===== config.mk =====
export PLATFORM = sky130hd
export DESIGN_NAME = ex_mem_stage
export DESIGN_NICKNAME = d
export VERILOG_FILES = /design/src/rtl/wisc_pkg.sv /design/src/rtl/ex_mem_stage_flag_reg.sv /design/src/rtl/ex_mem_stage.sv
export SDC_FILE = /design/constraint.sdc
export NUM_CORES = 1
export LEC_CHECK = 0
export BUFFER_PORTS_ARGS = -buffer_cell sky130_fd_sc_hd__buf_2
export CAP_MARGIN = 20
export CORE_MARGIN = 2
export CORE_UTILIZATION = 40
export DETAILED_ROUTE_END_ITERATION = 10
export PLACE_DENSITY = 0.86
export SYNTH_ARGS = -nofsm -noshare
export SYNTH_HDL_FRONTEND = slang
export SYNTH_SLANG_ARGS = --single-unit

===== constraint.sdc =====
create_clock -name clk -period 1.6 [get_ports clk]
set_input_delay 0.08 -clock clk [delete_from_list [all_inputs] [get_ports clk]]
set_output_delay 0.08 -clock clk [all_outputs]
set_load 0.01 [all_outputs]

===== src/rtl/wisc_pkg.sv =====
// Shared definitions for the 16-bit WISC pipeline: opcodes, flag bit positions
// and the helpers that decide which condition codes an opcode writes.
package wisc_pkg;

    localparam logic [3:0] OP_ADD    = 4'b0000;
    localparam logic [3:0] OP_SUB    = 4'b0001;
    localparam logic [3:0] OP_RED    = 4'b0010;
    localparam logic [3:0] OP_XOR    = 4'b0011;
    localparam logic [3:0] OP_SLL    = 4'b0100;
    localparam logic [3:0] OP_SRA    = 4'b0101;
    localparam logic [3:0] OP_ROR    = 4'b0110;
    localparam logic [3:0] OP_PADDSB = 4'b0111;
    localparam logic [3:0] OP_LW     = 4'b1000;
    localparam logic [3:0] OP_SW     = 4'b1001;
    localparam logic [3:0] OP_LLB    = 4'b1010;
    localparam logic [3:0] OP_LHB    = 4'b1011;
    localparam logic [3:0] OP_B      = 4'b1100;
    localparam logic [3:0] OP_BR     = 4'b1101;
    localparam logic [3:0] OP_PCS    = 4'b1110;
    localparam logic [3:0] OP_HLT    = 4'b1111;

    localparam int FLAG_Z = 2;
    localparam int FLAG_V = 1;
    localparam int FLAG_N = 0;

    // Adder ops write all three condition codes.
    function automatic logic sets_zvn(input logic [3:0] op);
        return (op == OP_ADD) || (op == OP_SUB);
    endfunction

    // Logic and shift ops write only Z; V and N keep their previous value.
    function automatic logic sets_z(input logic [3:0] op);
        return (op == OP_XOR) || (op == OP_SLL) || (op == OP_SRA) || (op == OP_ROR);
    endfunction

endpackage


===== src/rtl/ex_mem_stage_flag_reg.sv =====
// Architectural condition-code register {Z,V,N}; writes are masked per opcode.
module flag_reg
    import wisc_pkg::*;
(
    input  logic       clk,
    input  logic       rst,
    input  logic       en,
    input  logic [3:0] op,
    input  logic       zero,
    input  logic       v,
    input  logic       n,
    output logic [2:0] flags
);

    logic [2:0] flags_q;
    logic [2:0] flags_d;

    always_comb begin
        flags_d = flags_q;
        if (en) begin
            if (sets_zvn(op)) begin
                flags_d[FLAG_Z] = zero;
                flags_d[FLAG_V] = v;
                flags_d[FLAG_N] = n;
            end else if (sets_z(op)) begin
                flags_d[FLAG_Z] = zero;
            end
        end
    end

    always_ff @(posedge clk) begin
        if (rst) begin
            flags_q <= 3'b000;
        end else begin
            flags_q <= flags_d;
        end
    end

    assign flags = flags_q;

endmodule


===== src/rtl/ex_mem_stage.sv =====
// EX/MEM pipeline register: captures the executed instruction, owns the
// condition codes and a sticky RUN/HALTED state that squashes everything after HLT.
module ex_mem_stage
    import wisc_pkg::*;
#(
    parameter int DW = 16,
    parameter int RW = 4
) (
    input  logic          clk,
    input  logic          rst,
    input  logic          stall,
    input  logic          flush,
    input  logic          ex_valid,
    input  logic [3:0]    ex_opcode,
    input  logic [DW-1:0] ex_alu_out,
    input  logic [DW-1:0] ex_store_data,
    input  logic [RW-1:0] ex_rd,
    input  logic          ex_reg_write,
    input  logic          ex_mem_read,
    input  logic          ex_mem_write,
    input  logic          ex_halt,
    input  logic          ex_flag_v,
    input  logic          ex_flag_n,
    output logic          mem_valid,
    output logic [3:0]    mem_opcode,
    output logic [DW-1:0] mem_alu_out,
    output logic [DW-1:0] mem_store_data,
    output logic [RW-1:0] mem_rd,
    output logic          mem_reg_write,
    output logic          mem_mem_read,
    output logic          mem_mem_write,
    output logic [2:0]    flags,
    output logic          fwd_en,
    output logic          halted
);

    localparam logic ST_RUN    = 1'b0;
    localparam logic ST_HALTED = 1'b1;

    logic          state_q, state_d;
    logic          valid_q, valid_d;
    logic [3:0]    opcode_q, opcode_d;
    logic [DW-1:0] alu_q, alu_d;
    logic [DW-1:0] sdata_q, sdata_d;
    logic [RW-1:0] rd_q, rd_d;
    logic          rw_q, rw_d;
    logic          mr_q, mr_d;
    logic          mw_q, mw_d;

    logic bubble;
    logic capture;
    logic flag_en;

    // Once halted, every cycle behaves like a flush regardless of stall.
    assign bubble  = (state_q == ST_HALTED) || flush;
    assign capture = !bubble && !stall;
    assign flag_en = capture && ex_valid;

    always_comb begin
        state_d  = state_q;
        valid_d  = valid_q;
        opcode_d = opcode_q;
        alu_d    = alu_q;
        sdata_d  = sdata_q;
        rd_d     = rd_q;
        rw_d     = rw_q;
        mr_d     = mr_q;
        mw_d     = mw_q;
        if (bubble) begin
            valid_d  = 1'b0;
            opcode_d = ex_opcode;
            alu_d    = ex_alu_out;
            sdata_d  = ex_store_data;
            rd_d     = ex_rd;
            rw_d     = 1'b0;
            mr_d     = 1'b0;
            mw_d     = 1'b0;
        end else if (capture) begin
            valid_d  = ex_valid;
            opcode_d = ex_opcode;
            alu_d    = ex_alu_out;
            sdata_d  = ex_store_data;
            rd_d     = ex_rd;
            rw_d     = ex_reg_write;
            mr_d     = ex_mem_read;
            mw_d     = ex_mem_write;
            // HLT retires with no architectural side effects.
            if (ex_valid && ex_halt) begin
                rw_d    = 1'b0;
                mw_d    = 1'b0;
                state_d = ST_HALTED;
            end
        end
    end

    always_ff @(posedge clk) begin
        if (rst) begin
            state_q  <= ST_RUN;
            valid_q  <= 1'b0;
            opcode_q <= '0;
            alu_q    <= '0;
            sdata_q  <= '0;
            rd_q     <= '0;
            rw_q     <= 1'b0;
            mr_q     <= 1'b0;
            mw_q     <= 1'b0;
        end else begin
            state_q  <= state_d;
            valid_q  <= valid_d;
            opcode_q <= opcode_d;
            alu_q    <= alu_d;
            sdata_q  <= sdata_d;
            rd_q     <= rd_d;
            rw_q     <= rw_d;
            mr_q     <= mr_d;
            mw_q     <= mw_d;
        end
    end

    flag_reg u_flag_reg (
        .clk   (clk),
        .rst   (rst),
        .en    (flag_en),
        .op    (ex_opcode),
        .zero  (ex_alu_out == '0),
        .v     (ex_flag_v),
        .n     (ex_flag_n),
        .flags (flags)
    );

    assign mem_valid      = valid_q;
    assign mem_opcode     = opcode_q;
    assign mem_alu_out    = alu_q;
    assign mem_store_data = sdata_q;
    assign mem_rd         = rd_q;
    assign mem_reg_write  = rw_q;
    assign mem_mem_read   = mr_q;
    assign mem_mem_write  = mw_q;
    assign fwd_en         = valid_q && rw_q && !mr_q;
    assign halted         = (state_q == ST_HALTED);

endmodule


# ---- Word-level counts from Yosys, hierarchy flattened
# Cells that the tools add are included.
dict set report word_totals {
  word_cells 50
  input_bits 51
  reg_bits 48
}
dict set report classes {
  bitwise_logic 1
  n_eq_ne 5
  mux 12
  n_reduce_logical 21
}
# op n
set ops {}
lappend ops {{$mux W16} 4}
lappend ops {{$logic_not A16 Y1} 1}
lappend ops {{$mux W4} 4}
lappend ops {{$eq A4 B3 Y1 const B} 3}
lappend ops {{$logic_and A1 B1 Y1} 5}
lappend ops {{$logic_or A1 B1 Y1} 5}
lappend ops {{$eq A4 B1 Y1 const B} 1}
lappend ops {{$eq A4 B2 Y1 const B} 1}
lappend ops {{$logic_not A4 Y1} 1}
lappend ops {{$mux W1} 4}
lappend ops {{$reduce_and A2 Y1} 2}
lappend ops {{$reduce_bool A2 Y1} 2}
lappend ops {{$logic_not A1 Y1} 3}
lappend ops {{$reduce_and A3 Y1} 1}
lappend ops {{$reduce_or A2 Y1} 1}
lappend ops {{$not A1 Y1} 1}

# ---- Longest topological paths before layout
dict set report depth {
  word_depth 6
  depth_mapped 6
}

# ---- Modules after synthesis
# From an unflattened synthesis, not the netlist that was laid out.
dict set report unflattened {
  cells_unflattened 222
  area_unflattened_um2 1831.8
}
# mod area_each_um2 cells_each instances
set by_module_without_submodules {}
lappend by_module_without_submodules {ex_mem_stage 1671.6 206 1}
lappend by_module_without_submodules {flag_reg 160.2 16 1}

# ---- Worst setup path after synthesis
# Ideal clock, no wire load.
dict set report synth_path {
  path_kind {reg2reg}
  start {reg state_q (netlist: halted)}
  end {reg u_flag_reg.flags_q[2] (netlist: u_flag_reg.flags[2])}
  period_less_slack_ps 1487
  t_arrival_ps 1359
  slack_ps 113
  setup_ps 128
  path_buffers 0
  stages_incl_launch_ff 5
  cell_sequence {dfxtp_1 > or3_4 > a2111oi_4 > mux2i_1 > nor2_1}
}
dict set report synth_between {
  elab_chain_len 5
}
# element line_no
set synth_lines {}
lappend synth_lines {{start, declared} ex_mem_stage.sv:40} ;# logic state_q, state_d;
lappend synth_lines {{start signal, assigned} ex_mem_stage.sv:108} ;# state_q <= state_d;
lappend synth_lines {{$logic_or A1 B1 Y1} ex_mem_stage.sv:55} ;# assign bubble = (state_q == ST_HALTED) || flush;
lappend synth_lines {{$logic_not A1 Y1} ex_mem_stage.sv:56} ;# assign capture = !bubble && !stall;
lappend synth_lines {{$logic_and A1 B1 Y1} ex_mem_stage.sv:56}
lappend synth_lines {{$logic_and A1 B1 Y1} ex_mem_stage.sv:57} ;# assign flag_en = capture && ex_valid;
lappend synth_lines {{$reduce_and A2 Y1 (no line)} -}
lappend synth_lines {{end signal, assigned} ex_mem_stage_flag_reg.sv:35} ;# flags_q <= flags_d;
lappend synth_lines {{end, declared} ex_mem_stage_flag_reg.sv:15} ;# logic [2:0] flags_q;
# Every way passes these cells.
# A chain may end at the register's enable or synchronous reset.

# ---- Worst setup path in the final report
# Same ends and word-level chain as after synthesis.

==> impl_metrics.toml <==
[clock_network]
clock_latency_ns = 0.29
cts_max_level = 2
cts.clk_slew.worst_paths_ns = 0.08
tritoncts = "done"
cts_buffers = 5
clkSinkCount = 48
cts_root_buf = "clkbuf_8"
cts_setup_buffers = 0
clockBufferDepth = 2

[synthesis]
avgSynthCellArea_um2 = 7.95
synth_common_cells = "nand2_1, dfxtp_1, a21oi_1"
synthesis.area_um2 = 1760
seq_area_frac_synth = 0.547
synth_area_leaders = "dfxtp_1, nand2_1, a21oi_1, clkbuf_1, nor2_1"
yosys.cell_count.top_type = "nand2_1"
post-synth-top-area-fraction = 0.547
ys_ff_latch = 48
synth_nets = 272
synth_cells = 221
yosys_warnings = 0
yosysTopAreaCell = "dfxtp_1"
synth-edff-count = 0
ys.flop_type = "dfxtp_1"
async_flop_share = 0
synth_cell_types = 19

[routing]
vias = 1757
vias_per_cell = 4.75
routedWlPerCell_um = 11.9
drc_errors = 0
met3_length_um = 319
ant_nets = 0
drtPass1Iterations = 4
wl_met1_mm = 1.86
wl_mm = 4.39
highest_layer = "met4"
drtIter0Drc = 66
route.met2.wl_mm = 2.17

[floorplan]
core-area_um2 = 4290
fp.dieW_um = 70.3
die-height_um = 70.3
dieArea_um2 = 4940
rows = 24
initial_core_util = 0.409
ios = 100

[run]
drv_cap = 0

[cells_and_area]
area_growth_pct = 36.7
multi_input_area_um2 = 739
nFillCells = 410
drive_above_1_share = 0.362
final_nets = 368
ff_latch_area_um2 = 962
antenna_cells = 0

[sta]
fin_setup_tns_ns = 0
setup_viol = 0
finalCritPeriodShare = 0.941
fmax_mhz = 664
rsz0062_at_grt = "false"
worst_slew_pin_slew_ns = 0.387
slew_headroom = 0.742
whs_ns = 0.0249
hold_violations = 0
clock_skew_ns = 0.00392
report.final.slew_viol_count = 0
min_period_ns = 1.51

[power_and_ir_drop]
p_leak_nw = 1.20
peakVddDrop_mv = 0.590
power.density_nw_per_um2 = 978

[critical_path]
critPathMaxFanout = 6
reg2regPathDepth = 4
worstPathRequired_ns = 1.77
critPathKind = "reg -> reg"
startpoint_type = "flip-flop"
crit_path_end_kind = "flip-flop"
rr_endpoint = "u_flag_reg.flags[2]"
critPathArrivalTime_ns = 1.67
reg2reg_from = "halted"
timing.reg2reg.setup_slack_ns = 0.09

[status]
outcome = "complete, no violations"

[global_routing]
grt_overflow = 0
grt_max_degree = 41
grt_usage = 0.185
grt_pass1_vias = 1670
grt_antenna_before_repair = 0
grt_pass1_wl_mm = 7.44

[hold_path]
holdPathEnd = "mem_store_data[13]"
min_path_type = "in -> reg"
hold_path_startpoint = "ex_store_data[13]"
holdPathStages = 3

[placed_design]
dp_hpwl_mm = 3.16
portBuffers = 99
routabilityCongestion = 0.790
## cells in the final DEF (no fill, tap or decap), types with 2 or more instances in the layout
cell / count
nand3_1: 2
dfxtp_1: 47
clkinv_2: 2
clkbuf_8: 6
nor2_1: 9
nor4_1: 4
buf_2: 99
a21oi_1: 43
mux2i_1: 3
buf_4: 3
nand2_1: 87
## kinds of logic (layout without fill, tap and decap cells)
family / count (synthesis) / count (layout) / synth area share
compound gates: 45 / 45 / 0.142
simple gates: 109 / 109 / 0.257
xor+xnor: 1 / 1 / 0.00499
buf+inv: 15 / 112 / 0.0320
flops: 48 / 48 / 0.547
mux: 3 / 3 / 0.0171
## worst max-delay path by stage
stage                     startpoint                   to  slack, ns  depth (start not counted)
after floorplan               halted  u_flag_reg.flags[2]       0.11                          4
after global placement        halted  u_flag_reg.flags[2]       0.12                          4
after detailed placement      halted  u_flag_reg.flags[2]       0.08                          4
after CTS                     halted  u_flag_reg.flags[2]       0.06                          4
after global routing          halted  u_flag_reg.flags[2]       0.02                          4
final                         halted  u_flag_reg.flags[2]       0.09                          4
## worst max-delay path: stages, from the launching register on
cell,delay [ns]
dfxtp_2,0.35
or3_4,0.42
a2111oi_4,0.34
mux2i_1,0.22
nor2_1,0.05
## where the power goes
group	switching [mW]	internal, mW	leakage [nW]
Combinational	0.190	0.148	0.755
Sequential	0.0320	1.26	0.397
Clock	0.373	0.345	0.0510
Total	0.595	1.75	1.20
## per-layer routing
layer	global-route usage	vias to the layer above
li1	-	911
met1	0.225	781
met2	0.316	61
met3	0.0620	4
met4	0.0449	0
met5	0	-
## state kept, by name, summed over array words and instances, names as in the netlist
name	flops
mem_alu_out	16
mem_store_data	16
mem_opcode	4
mem_rd	4
u_flag_reg.flags	3
halted	1
mem_mem_read	1
mem_mem_write	1
mem_reg_write	1
mem_valid	1
## final cells by class
class,instances,share of cell area
well taps,52,0.0271
repair buffers,103,0.224
flip-flops and latches,48,0.401
multi-input cells,158,0.308
inverters,1,0.00156
clock inverters,2,0.00417
clock buffers,6,0.0344
## stage by stage
stage	instances	setup WS [ns]	util	area (µm²)	total power, mW
2_1_floorplan	221	0.113	-	1760	1.49
3_3_place_gp	362	0.117	0.537	2310	1.65
3_5_place_dp	362	0.0763	0.537	2310	1.66
4_1_cts	370	0.0649	0.559	2400	2.39
5_1_grt	370	0.0243	0.559	2400	2.48
6_report	370	0.0948	0.559	2400	2.35
## timing repair
| item | 4_1_cts | 5_1_grt |
|---|---|---|
| hold buffers | 0 | 0 |
| gates resized for setup | 0 | 1 |
| endpoints found under the setup margin | 0 | 1 |
Power figures use the tool's default switching activity.
